## src/rtl/imem_prefetch_queue.sv

```systemverilog
// Instruction prefetch FIFO with an integrated instruction register for the multicycle i281.
// Fetched words queue up with their PC; the IR-load strobe pops the oldest into the IR.
module imem_prefetch_queue #(
  parameter int WIDTH    = 16,
  parameter int PC_WIDTH = 6,
  parameter int DEPTH    = 4,
  localparam int CW      = $clog2(DEPTH + 1)
) (
  input  logic                clock,
  input  logic                reset,
  input  logic                run,
  input  logic                push,
  input  logic [WIDTH-1:0]    instruction,
  input  logic [PC_WIDTH-1:0] pc,
  input  logic                ir_load,
  input  logic                flush,
  output logic [WIDTH-1:0]    imem_register,
  output logic [PC_WIDTH-1:0] ir_pc,
  output logic                ir_valid,
  output logic                full,
  output logic                empty,
  output logic [CW-1:0]       count,
  output logic                overflow
);

  localparam int PW = (DEPTH > 1) ? $clog2(DEPTH) : 1;

  logic [WIDTH-1:0]    word_q [DEPTH];
  logic [PC_WIDTH-1:0] tag_q  [DEPTH];

  logic [PW-1:0]       rptr_q, wptr_q;
  logic [CW-1:0]       count_q;
  logic [WIDTH-1:0]    ir_q;
  logic [PC_WIDTH-1:0] ir_pc_q;
  logic                ir_valid_q;
  logic                overflow_q;

  logic q_empty, q_full;
  logic eff_pop, eff_push;
  logic deq, enq, bypass, drop;

  always_comb begin
    q_empty  = (count_q == '0);
    q_full   = (count_q == CW'(DEPTH));
    eff_pop  = ir_load & (!q_empty | push);
    eff_push = push & (!q_full | ir_load);
    // On an empty queue a pop can only be satisfied by the word arriving this cycle.
    bypass   = eff_pop & q_empty;
    deq      = eff_pop & !q_empty;
    enq      = eff_push & !bypass;
    drop     = push & !eff_push;
  end

  // Entry storage needs no reset: pointers and count define which slots are live.
  always_ff @(posedge clock) begin
    if (reset && run) begin
      if (flush) begin
        if (push) begin
          word_q[0] <= instruction;
          tag_q[0]  <= pc;
        end
      end else if (enq) begin
        word_q[wptr_q] <= instruction;
        tag_q[wptr_q]  <= pc;
      end
    end
  end

  always_ff @(posedge clock) begin
    if (!reset) begin
      rptr_q     <= '0;
      wptr_q     <= '0;
      count_q    <= '0;
      ir_q       <= '0;
      ir_pc_q    <= '0;
      ir_valid_q <= 1'b0;
      overflow_q <= 1'b0;
    end else if (run) begin
      if (flush) begin
        // Only the branch-target push survives a flush; the IR is left alone.
        rptr_q  <= '0;
        wptr_q  <= push ? PW'(1) : '0;
        count_q <= push ? CW'(1) : '0;
      end else begin
        if (deq) begin
          ir_q       <= word_q[rptr_q];
          ir_pc_q    <= tag_q[rptr_q];
          ir_valid_q <= 1'b1;
          rptr_q     <= rptr_q + PW'(1);
        end else if (bypass) begin
          ir_q       <= instruction;
          ir_pc_q    <= pc;
          ir_valid_q <= 1'b1;
        end else if (ir_load) begin
          ir_valid_q <= 1'b0;
        end

        if (enq) begin
          wptr_q <= wptr_q + PW'(1);
        end

        if (enq && !deq) begin
          count_q <= count_q + CW'(1);
        end else if (deq && !enq) begin
          count_q <= count_q - CW'(1);
        end

        if (drop) begin
          overflow_q <= 1'b1;
        end
      end
    end
  end

  assign imem_register = ir_q;
  assign ir_pc         = ir_pc_q;
  assign ir_valid      = ir_valid_q;
  assign count         = count_q;
  assign full          = q_full;
  assign empty         = q_empty;
  assign overflow      = overflow_q;

endmodule

```

## config.mk

```make
export PLATFORM = sky130hd
export DESIGN_NAME = imem_prefetch_queue
export DESIGN_NICKNAME = d
export VERILOG_FILES = /design/src/rtl/imem_prefetch_queue.sv
export SDC_FILE = /design/constraint.sdc
export NUM_CORES = 1
export LEC_CHECK = 0
export ABC_AREA = 0
export CAP_MARGIN = 20
export CORE_ASPECT_RATIO = 0.5
export CORE_MARGIN = 1
export CORE_UTILIZATION = 30
export CTS_CLUSTER_SIZE = 40
export DETAILED_ROUTE_END_ITERATION = 8
export PLACE_DENSITY_LB_ADDON = 0.08
export SLEW_MARGIN = 20
export SYNTH_ARGS = -nofsm -noshare
export SYNTH_HDL_FRONTEND = slang
export SYNTH_SLANG_ARGS = --single-unit
```

## constraint.sdc

```tcl
create_clock -name clock -period 8.5 [get_ports clock]
set_input_delay 1.275 -clock clock [delete_from_list [all_inputs] [get_ports clock]]
set_output_delay 1.275 -clock clock [all_outputs]
set_load 0.03 [all_outputs]
```

* After elaboration in Yosys (flattened, before gate mapping)
Memory sizes are Yosys's and may differ from the RTL's. A register that Yosys moved wholly into a read port is not among the register bits.
Index checks and enable logic that the tools add are counted.
** Word-level totals
- Flip-flop bits (word level) :: 31
- Bits in latches :: 0
- RAM bits :: 88
- Bits in read-only memories :: 0
- Bits of input ports :: 28
- Logic and storage cells :: 80
- Memories kept :: 2
** Memories
- word_q :: depth 4, width 16, rd ports 1, clocked after Yosys merged registers in 1, wr ports 1, line 28 : logic [WIDTH-1:0] word_q [DEPTH];
- tag_q :: depth 4, width 6, rd ports 1, clocked after Yosys merged registers in 1, wr ports 1, line 29 : logic [PC_WIDTH-1:0] tag_q [DEPTH];
** Operators by class
- $add $sub $neg :: 4
- $mul :: 0
- Div/mod/pow operators :: 0
- Order comparisons :: 0
- Equality and inequality tests :: 1
- Shifts and indexed selects :: 0
- Multiplexer cells :: 34
- Bitwise logic cells :: 9
- Reductions and logical operators :: 23
** Operators by type and width (count)
- $mux W16 :: 3
- $mux W2 :: 10
- $mux W6 :: 3
- $reduce_or A16 Y1 :: 1
- $mux W1 :: 15
- $mux W3 :: 3
- $reduce_and A3 Y1 :: 3
- $and A1 B1 Y1 :: 6
- $logic_not A1 Y1 :: 6
- $reduce_and A2 Y1 :: 3
- $reduce_bool A2 Y1 :: 3
- $reduce_bool A3 Y1 :: 2
- $reduce_or A6 Y1 :: 1
- $add A2 B1 Y2 const B :: 2
- $add A3 B1 Y3 const B :: 1
- $eq A3 B3 Y1 const B :: 1
- $logic_and A1 B1 Y1 :: 3
- $logic_not A3 Y1 :: 1
- $sub A3 B1 Y3 const B :: 1
- $or A1 B1 Y1 :: 2
- $not A1 Y1 :: 1

* Depth between registers and ports, before layout
Gate-level depths: netlist of run 1.
- Depth after elaboration :: 13
- Depth in mapped cells :: 8

* Least setup slack after synthesis of run 1
OpenSTA, ideal clock, no wires.
- Path kind :: input to register
- Start point :: input flush
- End point :: memory tag_q[2][0] (enable)
- Arrival :: 3.396 ns
- Data required time :: 8.071 ns
- Setup slack :: 4.675 ns
- Stages on the path :: 4
- Path buffers :: 1
- Path through :: clkbuf_1 -> nor2b_1 -> nand4_1 -> nor3_1
** On the way
- Word-level cells in the longest chain between the ends :: 5
- Elaborated cells between the ends (all ways) :: 9
- Classes of those cells :: mux: 8; reduce/logical: 1
** RTL lines
- start, declared :: line 16 : input logic flush,
- $mux W1 :: line 57 : if (flush) begin
- $mux W1 :: line 56 : if (reset && run) begin
- $mux W1 (not written as such) :: line 64 : tag_q[wptr_q] <= pc;
- $reduce_or A6 Y1 (no line)
- $mux W2 (no line) or $mux W1 (tied branches)
- end, declared :: line 29
Several ways; a longest one is shown, not always the timed one.

* Worst setup path in the final report of run 1
- Start point :: input run
- End point :: memory word_q[2][13] (enable)
** On the way
- Word-level cells in the longest chain between the ends :: 5
- Elaborated cells between the ends (all ways) :: 8
- Classes of those cells :: mux: 6; reduce/logical: 2
** RTL lines
- start, declared :: line 11 : input logic run,
- $logic_and A1 B1 Y1 (*) :: line 56
- $mux W1 :: line 56
- $mux W1 (not written as such) :: line 63 : word_q[wptr_q] <= instruction;
- $reduce_or A16 Y1 (no line)
- $mux W2 (no line) or $mux W1 (tied branches)
- end, declared :: line 28
Every way passes the cells marked *; elsewhere a longest branch is shown, timed or not.

==> summary.md, run 1 <==
| Metric | Value |
|---|---|
| Power Total | `1483 uW` |
| Core ar. | `0.01553 mm^2` |
| Later-pin clock latency in the skew report | `0.40 ns` |
| DR iter-0 viols | `~230` |
| Clk pwr share | `0.499` |
| Pwr per Cell Area | `239.8 mW/mm^2` |
| Slew margin rel. | `0.3480` |
| Outcome | `complete, no violations` |
| TritonCTS clock tree | `yes` |
| Final Hold Vio Count | `0` |
| Crit path launch type | `input port` |
| Number of synthesized flops with an enable pin | `88` |
| Synth Warn # | `0` |
| Worst hold-check path type | `reg2reg` |
| Number of vias per cell | `4.870` |
| Vias | `2932` |
| Prevailing post-synth register cell | `edfxtp_1` |
| Die W | `181.0 um` |
| Launching point of the worst reg2reg path | `count[2]` |
| GPL Wtd Cong | `around 0.75` |
| VDD IR-drop max | `0.0001303 V` |
| Largest net degree at the start of global routing | `46` |
| Hold path startpoint | `ir_valid` |
| #FFs+latches synth | `121` |
| Crit-path max FO | `13` |
| Total track usage | `0.1430` |
| Resized Gates After CTS | `0` |
| Hold Buf Count CTS | `0` |
| Syn-to-layout area delta | `28.72%` |
| Die span in y | `91.49 um` |
| Port bufs | `56` |
| Syn avg cell area | `roughly 15 um^2` |
| CTS Sinks | `121` |
| Sequential share of power | `0.438` |
| GRT Residual Overflow | `0` |
| Area leader, netlist | `edfxtp_1` |
| DRC viols | `0` |
| Layout Nets | `414` |
| Seq/Total Area, Yosys | `0.6875` |
| Commonest cells post-synth | `88 x edfxtp_1, 49 x nand2_1, 33 x dfxtp_1, 23 x a31oi_1, 22 x mux4_2` |
| Max Fclk | `271.5 MHz` |
| Final Cycle Share | `0.4334` |
| Vias in the first global route | `a little over 3000` |
| Final Max Tran Viols | `0` |
| First-pass GRT wire length | `between 15000 and 20000 um` |
| Dpl hpwl | `6415 um` |
| Share of the synthesized area in the top cell type | `0.5500` |
| Crit path time final | `3.684 ns` |
| Crit end category | `flop` |
| WL/cell | `18.40 um` |
| Fin util | `0.3981` |
| Final setup viols | `0` |
| Most common cell in the netlist | `edfxtp_1` |
| Clock tree buffer depth | `2` |
| Mapped cell area | `0.004805 mm^2` |
| Gate Count Post-Synth | `326` |
| Post-route ant nets | `0` |
| Mapped Nets | `about 360` |
| Initial antenna violation count | `0` |
| Worst EP required | `8.59 ns` |
| Net Sw Frac | `0.2103` |
| Pint | `1171 uW` |
| Worst slew pin tran | `0.9727 ns` |
| CTS H-tree depth | `4` |
| Kind of critical path | `in2reg` |
| I/O Pins | `57` |
| Pleak | `0.001994 uW` |
| Dominant cells by area after synthesis | `edfxtp_1 55%, dfxtp_1 14%, mux4_2 10%` |
| Critical Path Source | `run` |
| Number of diodes | `0` |
| Arrival @ worst endpoint | `3.77 ns` |
| Fillers | `1464` |
| Setup TNS | `0 ns` |
| Fraction of registers with async set/reset | `0` |
| Sw power | `312.0 uW` |
| Clk slew on worst S/H paths | `0.05 ns` |
| RSZ-0062 raised after global routing | `false` |
| Max Cap Viol | `0` |
| Length of the first detailed-routing pass in iterations | `4` |
| Row Count | `32` |
| CTS Buf Count | `17` |
| Clock Skew | `approximately 0.0074 ns` |
| Full die area | `0.01656 mm^2` |
| Clk root buf | `clkbuf_16` |
| Layout cell share with drive strength beyond 1 | `0.1759` |
| Starting Density | `0.3093` |
| Yosys cell types | `39` |
| Combinational share of power | `0.062` |
| Final WL | `11080 um` |
| Setup Buffers After CTS | `0` |
[per-layer routing]
metal  vias to the layer above  global-route usage  wire length (um)
li1                       1380                   -                 -
met1                      1479              0.2016              5583
met2                        66              0.2124              4987
met3                         7             0.03490               411
met4                         0             0.05438                95
met5                         -                   0                 0
[flip-flops by register name, summed over array words and instances, names as in the netlist, named ones only]
name           count
count              3
imem_register     16
ir_pc              6
ir_valid           1
overflow           1
rptr_q             2
tag_q             24
word_q            64
wptr_q             2
[kinds of logic after synthesis]
logic type,after synthesis,share of synthesized area
flops,121,0.6875
compound gates,67,0.08698
xor+xnor,2,0.003646
fa+ha+maj,1,0.004167
buf+inv,27,0.03151
mux,23,0.1052
simple gates,85,0.08099
[through the flow]
stage	hold slack [ns]	cells	instance area [um^2]	setup slack [ns]
floorplan	0.4744	326	4805	4.675
global placement	0.5066	570	5573	4.438
detailed placement	0.5072	570	5573	4.342
CTS	0.5168	602	6185	4.799
global route	0.5505	602	6185	4.604
finish	0.5199	602	6185	4.816
[area by class of cell]
cell class                 count  area [um^2]  share of cell area
clock inverter                12        175.2             0.02832
clock buffer                  20        436.7             0.07060
inverter                       3        11.26            0.001821
tap                          204        255.2             0.04127
sequential                   121         3304              0.5343
timing repair buffer          64        620.6              0.1003
multi-input combinational    178         1381              0.2233
[worst paths after layout]
| kind | to | slack [ns] | cells after the start |
|---|---|---|---|
| max reg2reg | word_q[2][13] | 6.02 | 4 |
| min reg2reg | ir_valid | 0.52 | 2 |
| max | word_q[2][13] | 4.82 | 5 |
| min | ir_valid | 0.52 | 2 |
[placed cells by master (no fill, tap or decap), types with 4 or more instances in the layout]
cell type	count
clkbuf_16	17
bufinv_16	4
o21ai_1	15
dfxtp_1	32
mux4_2	22
buf_4	8
clkdlybuf4s50_1	56
o21ai_0	8
nor2_1	4
nor2b_1	6
nand2_1	49
edfxtp_1	88
a31oi_1	23
nand3_1	7
[power groups by stage]
stage	Sequential (uW)	Clock (uW)	Combinational, uW
floorplan	670	0	42.1
global placement	662	0	91.6
detailed placement	663	0	93.2
CTS	650	761	93.4
global route	652	784	101
finish	650	741	92.4
[worst max-delay path, stage by stage]
cell	delay [ns]
clkdlybuf4s50_1	0.70
nor2b_1	0.41
nand4_1	0.22
nor3_2	0.78
buf_4	0.37
Power figures use the tool's default switching activity.
==> inputs of run 2 (changes only) <==
Clock period 8.5 ns to 3.7 ns, I/O delays scaled along.
==> run 2 against run 1 <==
Worst setup slack worse by 4.0 ns. Via count grew 0.55%. Utilization rose by 0.081 points. First-iteration DRC count fell by 36%. Clock-buffer cell count decreased by 3. Die area unchanged. Global-route usage about the same. Sequential power grew 130%. Combinational power is 130% higher. Critical path depth decreased by 3. Largest cell class unchanged.
==> summary.md, run 2 (same netlist as run 1, synthesis figures left out) <==
| Metric | Value |
|---|---|
| Full die area | `0.01656 mm^2` |
| Most common cell after layout, fill and taps aside | `edfxtp_1` |
| RSZ-0062 raised after global routing | `false` |
| Critical-path top delay cell | `clkdlybuf4s50_1` |
| Crit path launch type | `flop` |
| Multi-input logic area | `about 0.0014 mm^2` |
| Fin util | `0.3989` |
| Fillers | `1461` |
| Length of the first detailed-routing pass in iterations | `6` |
| Row Count | `32` |
| Final Cycle Share | `0.7913` |
| Vias | `2948` |
| Flip-flop and latch area | `roughly 0.0033 mm^2` |
| Layout cell share with drive strength beyond 1 | `0.1895` |
| Worst hold-check path type | `reg2reg` |
| Final Hold Vio Count | `0` |
| Outcome | `complete, no violations` |
| Layout Nets | `417` |
| Most frequent cells in the layout | `88 x edfxtp_1, 56 x clkdlybuf4s50_1, 49 x nand2_1` |
| Clk slew on worst S/H paths | `roughly 0.06 ns` |
| GRT Residual Overflow | `0` |
| Final WL | `roughly 11000 um` |
| Max Fclk | `341.6 MHz` |
| Port bufs | `between 50 and 60` |
| Worst EP required | `about 3.1 ns` |
| Power Total | `3377 uW` |
| Most flops, register | `word_q` |
| Largest register FFs | `between 60 and 70` |
| Die span in y | `91.49 um` |
| Fin worst setup slack | `roughly 0.77 ns` |
| Crit path time final | `approximately 3 ns` |
| Arrival @ worst endpoint | `roughly 2.4 ns` |
| DRC viols | `0` |
| Kind of critical path | `reg2out` |
| Hold Buf Count CTS | `0` |
| Final Max Tran Viols | `0` |
| CTS Sinks | `roughly 120` |
| Resized Gates After CTS | `0` |
| Largest net degree at the start of global routing | `29` |
| Vias in the first global route | `3063` |
| Crit-path max FO | `11` |
| Later-pin clock latency in the skew report | `0.40 ns` |
| DR iter-0 viols | `148` |
| Clock tree buffer depth | `2` |
| Pleak | `0.002021 uW` |
| I/O Pins | `57` |
| Slew margin rel. | `0.4088` |
| Worst path max stage delay | `0.78 ns` |
| VDD IR-drop max | `0.0003635 V` |
| CTS H-tree depth | `4` |
| Number of diodes | `0` |
| Dpl hpwl | `~6600 um` |
| Setup TNS | `0 ns` |
| Final setup viols | `0` |
| Starting Density | `0.3093` |
| Setup Buffers After CTS | `0` |
| Crit end category | `output pin` |
| Clock Skew | `0.01017 ns` |
| Pwr per Cell Area | `approximately 540 mW/mm^2` |
| TritonCTS clock tree | `yes` |
| Placed Cells | `573` |
| Number of vias per cell | `between 4 and 5` |
| Final std cells w/o fill | `slightly above 600` |
| Core ar. | `0.01553 mm^2` |
| Initial antenna violation count | `0` |
| First-pass GRT wire length | `between 15000 and 20000 um` |
| Dpl ws | `approximately 0.73 ns` |
| Die W | `roughly 180 um` |
| WL/cell | `~18 um` |
| GPL Wtd Cong | `0.7420` |
| Post-route ant nets | `0` |
| Worst-path cell chain | `nor3b_1 -> clkdlybuf4s50_1` |
| Clk root buf | `clkbuf_16` |
| Max Cap Viol | `0` |
| Total track usage | `0.1426` |
| Worst slew pin tran | `a little under 0.9 ns` |
| Syn-to-layout area delta | `28.98%` |
| CTS Buf Count | `17` |
run 2: cell count changes in the layout (fill, tap and decap cells not counted):
cell and change:
buf_4 +3, clkbuf_1 -3, clkinv_4 +3, clkinvlp_4 -3
clkinv_2 +2, inv_6 +2, bufinv_16 -1
run 2: critical path, delay by kind of cell, from the launching register on:
family,cells,cell delay (ns)
DFF,1,0.64
buffers and inverters,1,0.78
and+or+nand+nor,1,0.55
run 2: worst paths after layout:
check | slack [ns] | to | cells after the start | from
max reg2reg | 1.31 | count[2] | 6 | count[2]
max | 0.77 | full | 2 | count[2]
min reg2reg | 0.52 | overflow | 2 | overflow
min | 0.52 | overflow | 2 | overflow
run 2: metal layers:
layer / vias to the layer above / part of all wire / global-route usage
met3: 12 / 0.038 / 0.03570
met1: 1468 / 0.49 / 0.1960
met2: 80 / 0.46 / 0.2210
met4: 0 / 0.0065 / 0.04520
li1: 1388 / - / -
met5: - / 0 / 0
run 2: metrics by stage:
| step | hold WS, ns | area (um^2) |
|---|---|---|
| floorplan | 0.4744 | 4805 |
| CTS | 0.5227 | 6197 |
| global placement | 0.5018 | 5595 |
| detailed placement | 0.5121 | 5595 |
| global route | 0.5479 | 6197 |
| finish | 0.5185 | 6197 |
run 2: layout make-up:
| type | instances | share of cell area |
|---|---|---|
| Multi-Input combinational cell | 178 | 0.2229 |
| Inverter | 3 | 0.001817 |
| Tap cell | 204 | 0.04119 |
| Clock buffer | 17 | 0.06865 |
| Clock inverter | 15 | 0.02847 |
| Sequential cell | 121 | 0.5332 |
| Timing Repair Buffer | 67 | 0.1038 |
run 2: power by group:
part	internal (uW)	leakage, uW	total [uW]	switching (uW)
combinational	90.9	0.000657	211	120
sequential	1480	0.00106	1500	19.0
clock	1060	0.000301	1670	609
total	2630	0.00202	3380	748
